--- src/rtl/serial_subtractor.sv ---
// Bit-serial subtractor: computes a - b - bin one bit per clock, LSB first,
// through a single full-subtractor cell; d/bout update only when done pulses.
module serial_subtractor #(
   parameter int WIDTH = 8
) (
   input  logic             clk,
   input  logic             rst,
   input  logic             start,
   input  logic [WIDTH-1:0] a,
   input  logic [WIDTH-1:0] b,
   input  logic             bin,
   output logic             busy,
   output logic             done,
   output logic [WIDTH-1:0] d,
   output logic             bout
);

   localparam int CW = $clog2(WIDTH) + 1;

   typedef enum logic [1:0] {
      IDLE  = 2'd0,
      SHIFT = 2'd1,
      DONE  = 2'd2
   } state_t;

   state_t           state;
   state_t           state_nx;
   logic [WIDTH-1:0] a_sr;
   logic [WIDTH-1:0] b_sr;
   logic [WIDTH-1:0] res;
   logic [WIDTH-1:0] res_nx;
   logic             br;
   logic             br_nx;
   logic             diff;
   logic [CW-1:0]    cnt;
   logic             last_bit;

   // Full-subtractor cell on the current LSBs of the operand shift registers.
   assign diff     = a_sr[0] ^ b_sr[0] ^ br;
   assign br_nx    = (~a_sr[0] & b_sr[0]) | (~(a_sr[0] ^ b_sr[0]) & br);
   assign res_nx   = {diff, res[WIDTH-1:1]};
   assign last_bit = (cnt == CW'(WIDTH - 1));

   assign busy = (state == SHIFT);
   assign done = (state == DONE);

   always_comb begin
      state_nx = state;
      case (state)
         IDLE:    if (start) state_nx = SHIFT;
         SHIFT:   if (last_bit) state_nx = DONE;
         DONE:    state_nx = IDLE;
         default: state_nx = IDLE;
      endcase
   end

   always_ff @(posedge clk) begin
      if (rst) begin
         state <= IDLE;
      end else begin
         state <= state_nx;
      end
   end

   always_ff @(posedge clk) begin
      if (rst) begin
         a_sr <= '0;
         b_sr <= '0;
         res  <= '0;
         br   <= 1'b0;
         cnt  <= '0;
         d    <= '0;
         bout <= 1'b0;
      end else begin
         case (state)
            IDLE: begin
               if (start) begin
                  a_sr <= a;
                  b_sr <= b;
                  br   <= bin;
                  res  <= '0;
                  cnt  <= '0;
               end
            end
            SHIFT: begin
               a_sr <= a_sr >> 1;
               b_sr <= b_sr >> 1;
               br   <= br_nx;
               res  <= res_nx;
               // Counter saturates on the final bit instead of wrapping.
               if (!last_bit) begin
                  cnt <= cnt + CW'(1);
               end else begin
                  d    <= res_nx;
                  bout <= br_nx;
               end
            end
            default: ;
         endcase
      end
   end

endmodule

--- config.mk ---
export PLATFORM = sky130hd
export DESIGN_NAME = serial_subtractor
export DESIGN_NICKNAME = d
export VERILOG_FILES = /design/src/rtl/serial_subtractor.sv
export SDC_FILE = /design/constraint.sdc
export NUM_CORES = 1
export LEC_CHECK = 0
export ABC_AREA = 1
export CORE_ASPECT_RATIO = 1.2
export CORE_MARGIN = 4
export CORE_UTILIZATION = 53
export CTS_BUF_LIST = sky130_fd_sc_hd__clkbuf_4
export CTS_CLUSTER_DIAMETER = 80
export DETAILED_ROUTE_END_ITERATION = 7
export GPL_ROUTABILITY_DRIVEN = 0
export PLACE_DENSITY_LB_ADDON = 0.25
export SYNTH_ARGS = -nofsm -noshare
export SYNTH_HDL_FRONTEND = slang
export SYNTH_SLANG_ARGS = --single-unit
--- constraint.sdc ---
create_clock -name clk -period 1.7 [get_ports clk]
set_input_delay 0.255 -clock clk [delete_from_list [all_inputs] [get_ports clk]]
set_output_delay 0.255 -clock clk [all_outputs]
set_load 0.01 [all_outputs]
# After elaboration in Yosys (flattened, before gate mapping)
# Cells that the tools add are included.
word_totals:
  romBits: 0
  out_inout_bits: 11
  mem_bits_rw: 0
  inputBits: 20
  latchBits: 0
  word_cells: 42
  mem_count: 0
  regBits: 40
op_classes:
  add_sub_neg: 1
  mul: 0
  bitwise_logic: 7
  mux: 14
  reduce_logical: 6
  div_mod_pow: 0
  n_eq_ne: 6
  n_shift: 0
  magnitude_cmp: 0
ops:
  columns: ["op", "n"]
  rows:
  - ["$pmux W8 S2", 3]
  - ["$mux W8", 3]
  - ["$mux W4", 2]
  - ["$pmux W4 S2", 1]
  - ["$reduce_and A2 Y1", 3]
  - ["$add A4 B1 Y4 const B", 1]
  - ["$eq A4 B3 Y1 const B", 1]
  - ["$mux W2", 2]
  - ["$ne A2 B2 Y1 const B", 2]
  - ["$pmux W2 S2", 1]
  - ["$reduce_and A3 Y1", 1]
  - ["$and A1 B1 Y1", 2]
  - ["$eq A2 B1 Y1 const B", 1]
  - ["$eq A2 B2 Y1 const B", 1]
  - ["$logic_not A2 Y1", 1]
  - ["$ne A2 B1 Y1 const B", 1]
  - ["$not A1 Y1", 2]
  - ["$pmux W1 S2", 1]
  - ["$reduce_bool A2 Y1", 1]
  - ["$xor A1 B1 Y1", 2]
  - ["$mux W1", 1]
  - ["$or A1 B1 Y1", 1]

# Depth between registers and ports, before layout
depth:
  word_depth: 5
  depth_mapped: 8
  mapped_depth_nobuf: 7

# Least setup slack after synthesis
# OpenSTA, ideal clock, no wires.
synth_path:
  path_kind: "register -> register"
  startpoint: "register cnt[0]"
  endpoint: "register d[0]"
  n_path_buf: 0
  period_less_slack_ps: 1287
  arrival_ps: 1171
  stages_incl_launch_ff: 7
  t_required_ps: 1584
  setup_time_ps: 116
  path_slack_ps: 413
  cell_sequence: "dfxtp_1 ha_1 nand2_1 nor2_1 nand2_4 o21ai_0 nor2_1"
synth_between:
  elab_chain_len: 2
synth_rtl:
  columns: ["item", "line_no", "rtl"]
  rows:
  - ["from (decl)", "35", "logic [CW-1:0] cnt;"]
  - ["from (signal assigned)", "92", "cnt <= cnt + CW'(1);"]
  - ["$eq A4 B3 Y1", "42", "assign last_bit = (cnt == CW'(WIDTH - 1));"]
  - ["$reduce_and A2 Y1 (no line)", null, null]
  - ["to (signal assigned)", "94", "d <= res_nx;"]
  - ["to (decl)", "14", "output logic [WIDTH-1:0] d,"]
# Every way passes these cells.
# A chain may end at the register's enable or synchronous reset.

# Final worst setup path
layout_path:
  startpoint: "register state[1]"
  endpoint: "output busy"
layout_between:
  elab_chain_len: 1
layout_rtl:
  columns: ["item", "line_no", "rtl"]
  rows:
  - ["from (decl)", "26", "state_t state;"]
  - ["from (signal assigned)", "61", "state <= state_nx;"]
  - ["$eq A2 B1 Y1", "44", "assign busy = (state == SHIFT);"]
  - ["to (decl)", "12", "output logic busy,"]
# Every way passes these cells.

==> metrics list <==
- The H-tree generated during clock tree synthesis spans 2 levels.
- Power spread over the standard cell area amounts to 788 nW/um^2.
- The floorplan step set the die width to 59.6 um.
* Total CTS buffers: 5
- Worst EP required: roughly 1.4 ns
* Tightest hold margin: approximately 0.47 ns
- Root buf cell: clkbuf_4
- Comb power frac: 13.8%
- Least-Margin Pin Slew: 0.266 ns
* Hold-fix buffers, CTS: 0
- Footprint of the multi-input gates: between 700 and 800 um^2
* Number of cells traversed by the worst hold path: 2
- Total power of the final layout: approximately 1600 uW
* Post_cts resized: 2
- Routed vias: 1506
* Number of design-rule violations left by the first detailed-router iteration: 75
- In this run the post-CTS setup repair buffer count came out at 0.
- In this run the worst hold path is classified as reg2reg.
- Grt total ovfl: 0
- STA classifies the critical path startpoint as a flop.
- Synth warn: 0
- Die H: 69.9 um
- Worst r2r dst: bout$_SDFFE_PP0P_
* Number of register bits inferred by synthesis: 39
- Starting density of the core: roughly 55%
- Number of antenna violations at the first check in global routing: 0
* Area share of the largest cell type after synthesis: 46.2%
- Clock tree sinks: 39
- Count of mapped cells out of synthesis: 241
- Of all nets on the critical path, the largest fanout is 12.
* Leakage component of the power: roughly 0.00087 uW
* Cell count of the worst reg-to-reg path: 7
- The region available for standard cell placement spans slightly above 3000 um^2.
- The number of nets handed over by synthesis was 263.
- Setup violations remaining at the end of the flow were counted as 0.
- For the final database, setup skew stands at approximately 0.0045 ns.
- The worst path needs 1.53 ns of the cycle, external delays included.
- Of the cells placed in the final design, the portion with a size suffix greater than 1 is 7.38%.
* Power share of the sequential group: 59.3%
- The pre-antenna-repair detailed-routing pass consisted of 4 iterations.
* Total Die Area: 4160 um^2
* Cell type with the largest total area after synthesis: dfxtp_1
* Fill cell instance count of the final layout: 274
- Net switching share of the total power: 25.6%
* Type of destination of the critical path: output pin
* Count of input and output buffers: 30
- The detail route stage leaves a number of antenna-violating nets equal to 0.
- Summed over all nets, the switching power comes to around 420 uW.
- Based on the critical path, the design can be clocked at up to 654 MHz.
- In this run the mean area of a mapped cell was 7.01 um^2.
- Placed inst area: 2020 um^2
* Routed Wire Length: ~3300 um
- Summing every instance area after synthesis gives 1690 um^2.
- Setup repair after global routing left no endpoint under its margin.
- # rows: 22
* Via count of the first global-routing pass: 1329
- The startpoint identified for the worst hold timing path is d[3]$_SDFFE_PP0P_.
* Reg-to-reg startpoint: cnt[0]$_SDFFE_PP0P_
- Maximum Capacitance Violations: 0
* Flip-flop and latch area: 782 um^2
* Critical path class: reg2out
* Status: complete, no violations
- Final std cell area, no fill: between 2000 and 2500 um^2
* Number of hold-slack violations in the final timing report: 0
- TritonCTS built the clock tree.
* Biggest area contributors in the synthesized netlist: dfxtp_1 (46%), nand2_1 (25%), a21oi_1 (8.3%)
* Part of the Yosys area used for sequential elements: 46.2%
- For hold timing, the worst endpoint is d[3]$_SDFFE_PP0P_.
- After layout, the worst path uses 89.9% of the clock period.
- In this run the deepest clock path goes through 2 buffers.
- The netlist uses 20 different library cells.
* Number of vias per cell after detailed routing: 4.91
* Area Overhead vs Synth: 22.6%
- The final max-slew violation count is 0.
- In this run the register-to-register setup slack is 0.21 ns.
* Pin count of the biggest net entering global routing: 33
- Total Nets Final: 294
- The internal power of the cells totals ~1200 uW.
- Global-route wire length before repair: 5580 um
- Headroom to the max-slew limit came out at 82.2%.
- Number of diodes: 0
* Gr usage total: around 17%
* HPWL after DPL: approximately 2300 um
- Clock slew at the register clock pins of the worst setup and hold paths: 0.11 ns
- IR analysis of the VDD net gives a maximum drop of 0.594 mV.
- Total negative slack for setup checks: 0 ns
- Fraction of power consumed by the clock network: 26.9%
* Number of remaining DRC errors: 0
- At the worst endpoint, the arrival time is between 1 and 1.5 ns.
* Count of non-filler cells in the finished layout: 307
- Later-pin clock latency in the skew report: about 0.33 ns
- Average wire per standard cell: ~11 um
- # IOs: 31
- Cell count after placement: 301
## metrics by stage
stage / worst slack (ns) / utilization [%]
2_1_floorplan: 0.413 / -
3_3_place_gp: 0.216 / 66.3
3_5_place_dp: 0.200 / 66.3
4_1_cts: 0.0396 / 67.7
5_1_grt: 0.0432 / 67.8
6_report: 0.172 / 67.8
## state kept, by name, indices dropped and copies added, names as in the netlist
signal  cells
d           8
bout        1
b_sr        8
cnt         4
state       2
a_sr        8
br          1
res         7
## cell usage after synthesis
| cell type | count |
|---|---|
| nand2_1 | 113 |
| dfxtp_1 | 39 |
| a21oi_1 | 28 |
| nor2_1 | 20 |
| inv_1 | 10 |
| clkbuf_1 | 4 |
| a21oi_2 | 3 |
| buf_6 | 3 |
| nand2_4 | 3 |
| o21ai_0 | 3 |
| o21ai_1 | 3 |
| buf_2 | 2 |
| nand3_1 | 2 |
| nand4_1 | 2 |
| buf_4 | 1 |
| clkinv_4 | 1 |
| fa_1 | 1 |
| ha_1 | 1 |
| inv_4 | 1 |
| nor2_2 | 1 |
## cells by family after synthesis
group | Yosys count | share of synthesized area (%)
AOI/OAI and AO/OA | 37 | 11.6
adders and majority gates | 2 | 1.92
buffers and inverters | 22 | 7.03
DFF | 39 | 46.2
and+or+nand+nor | 141 | 33.2
## how the worst max path moves through the flow
stage / cells after the start / endpoint / startpoint / slack (ns)
floorplan: 6 / d[0]$_SDFFE_PP0P_ / cnt[0]$_SDFFE_PP0P_ / 0.41
global placement: 6 / cnt[2]$_SDFFE_PP0P_ / start / 0.22
detailed placement: 6 / cnt[2]$_SDFFE_PP0P_ / start / 0.20
CTS: 3 / done / state[1]$_SDFFE_PP0P_ / 0.04
global route: 7 / d[2]$_SDFFE_PP0P_ / cnt[0]$_SDFFE_PP0P_ / 0.04
finish: 4 / busy / state[1]$_SDFFE_PP0P_ / 0.17
## metal layers
metal	vias to the layer above	global-route usage, %	part of all wire (%)
met3	6	4.25	5.6
met2	38	28.1	48
met4	0	5.67	1.0
li1	810	-	-
met1	652	21.0	46
met5	-	0	0
## cell type report
class / instances / share of cell area (%)
timing repair buffer: 34 / 17.2
clock buffer: 6 / 2.17
tap: 36 / 2.17
sequential: 39 / 37.7
multi-input combinational: 180 / 38.2
inverter: 12 / 2.54
## placed cells by master, fill, tap and decap left out
cell             netlist  layout
nand3_1                2       2
fa_1                   1       1
buf_4                  1       2
dfxtp_1               39      38
buf_12                 0       2
o21ai_0                3       3
clkdlybuf4s50_1        0      28
dlygate4sd2_1          0       1
inv_4                  1       1
a21oi_1               28      28
nand2_4                3       3
ha_1                   1       1
inv_1                 10      10
nand2_1              113     113
o21ai_1                3       3
nor2_1                20      20
clkbuf_4               0       6
dlymetal6s2s_1         0       1
dfxtp_2                0       1
clkinv_4               1       1
nand4_1                2       2
nor2_2                 1       1
a21oi_2                3       3
## worst max-delay path, cell delays in order (launching register included)
cell and delay [ns]:
dfxtp_1 0.32, inv_1 0.13, nand2_4 0.07, inv_4 0.13, dlygate4sd2_1 0.29
## power by group through the flow
stage	Combinational [uW]	Sequential (uW)	Clock, uW
after floorplan	147	985	0
after global placement	225	989	0
after detailed placement	228	990	0
after CTS	228	969	449
after global routing	254	974	470
final	225	969	439
No activity file was read; power rests on OpenSTA's default activity.
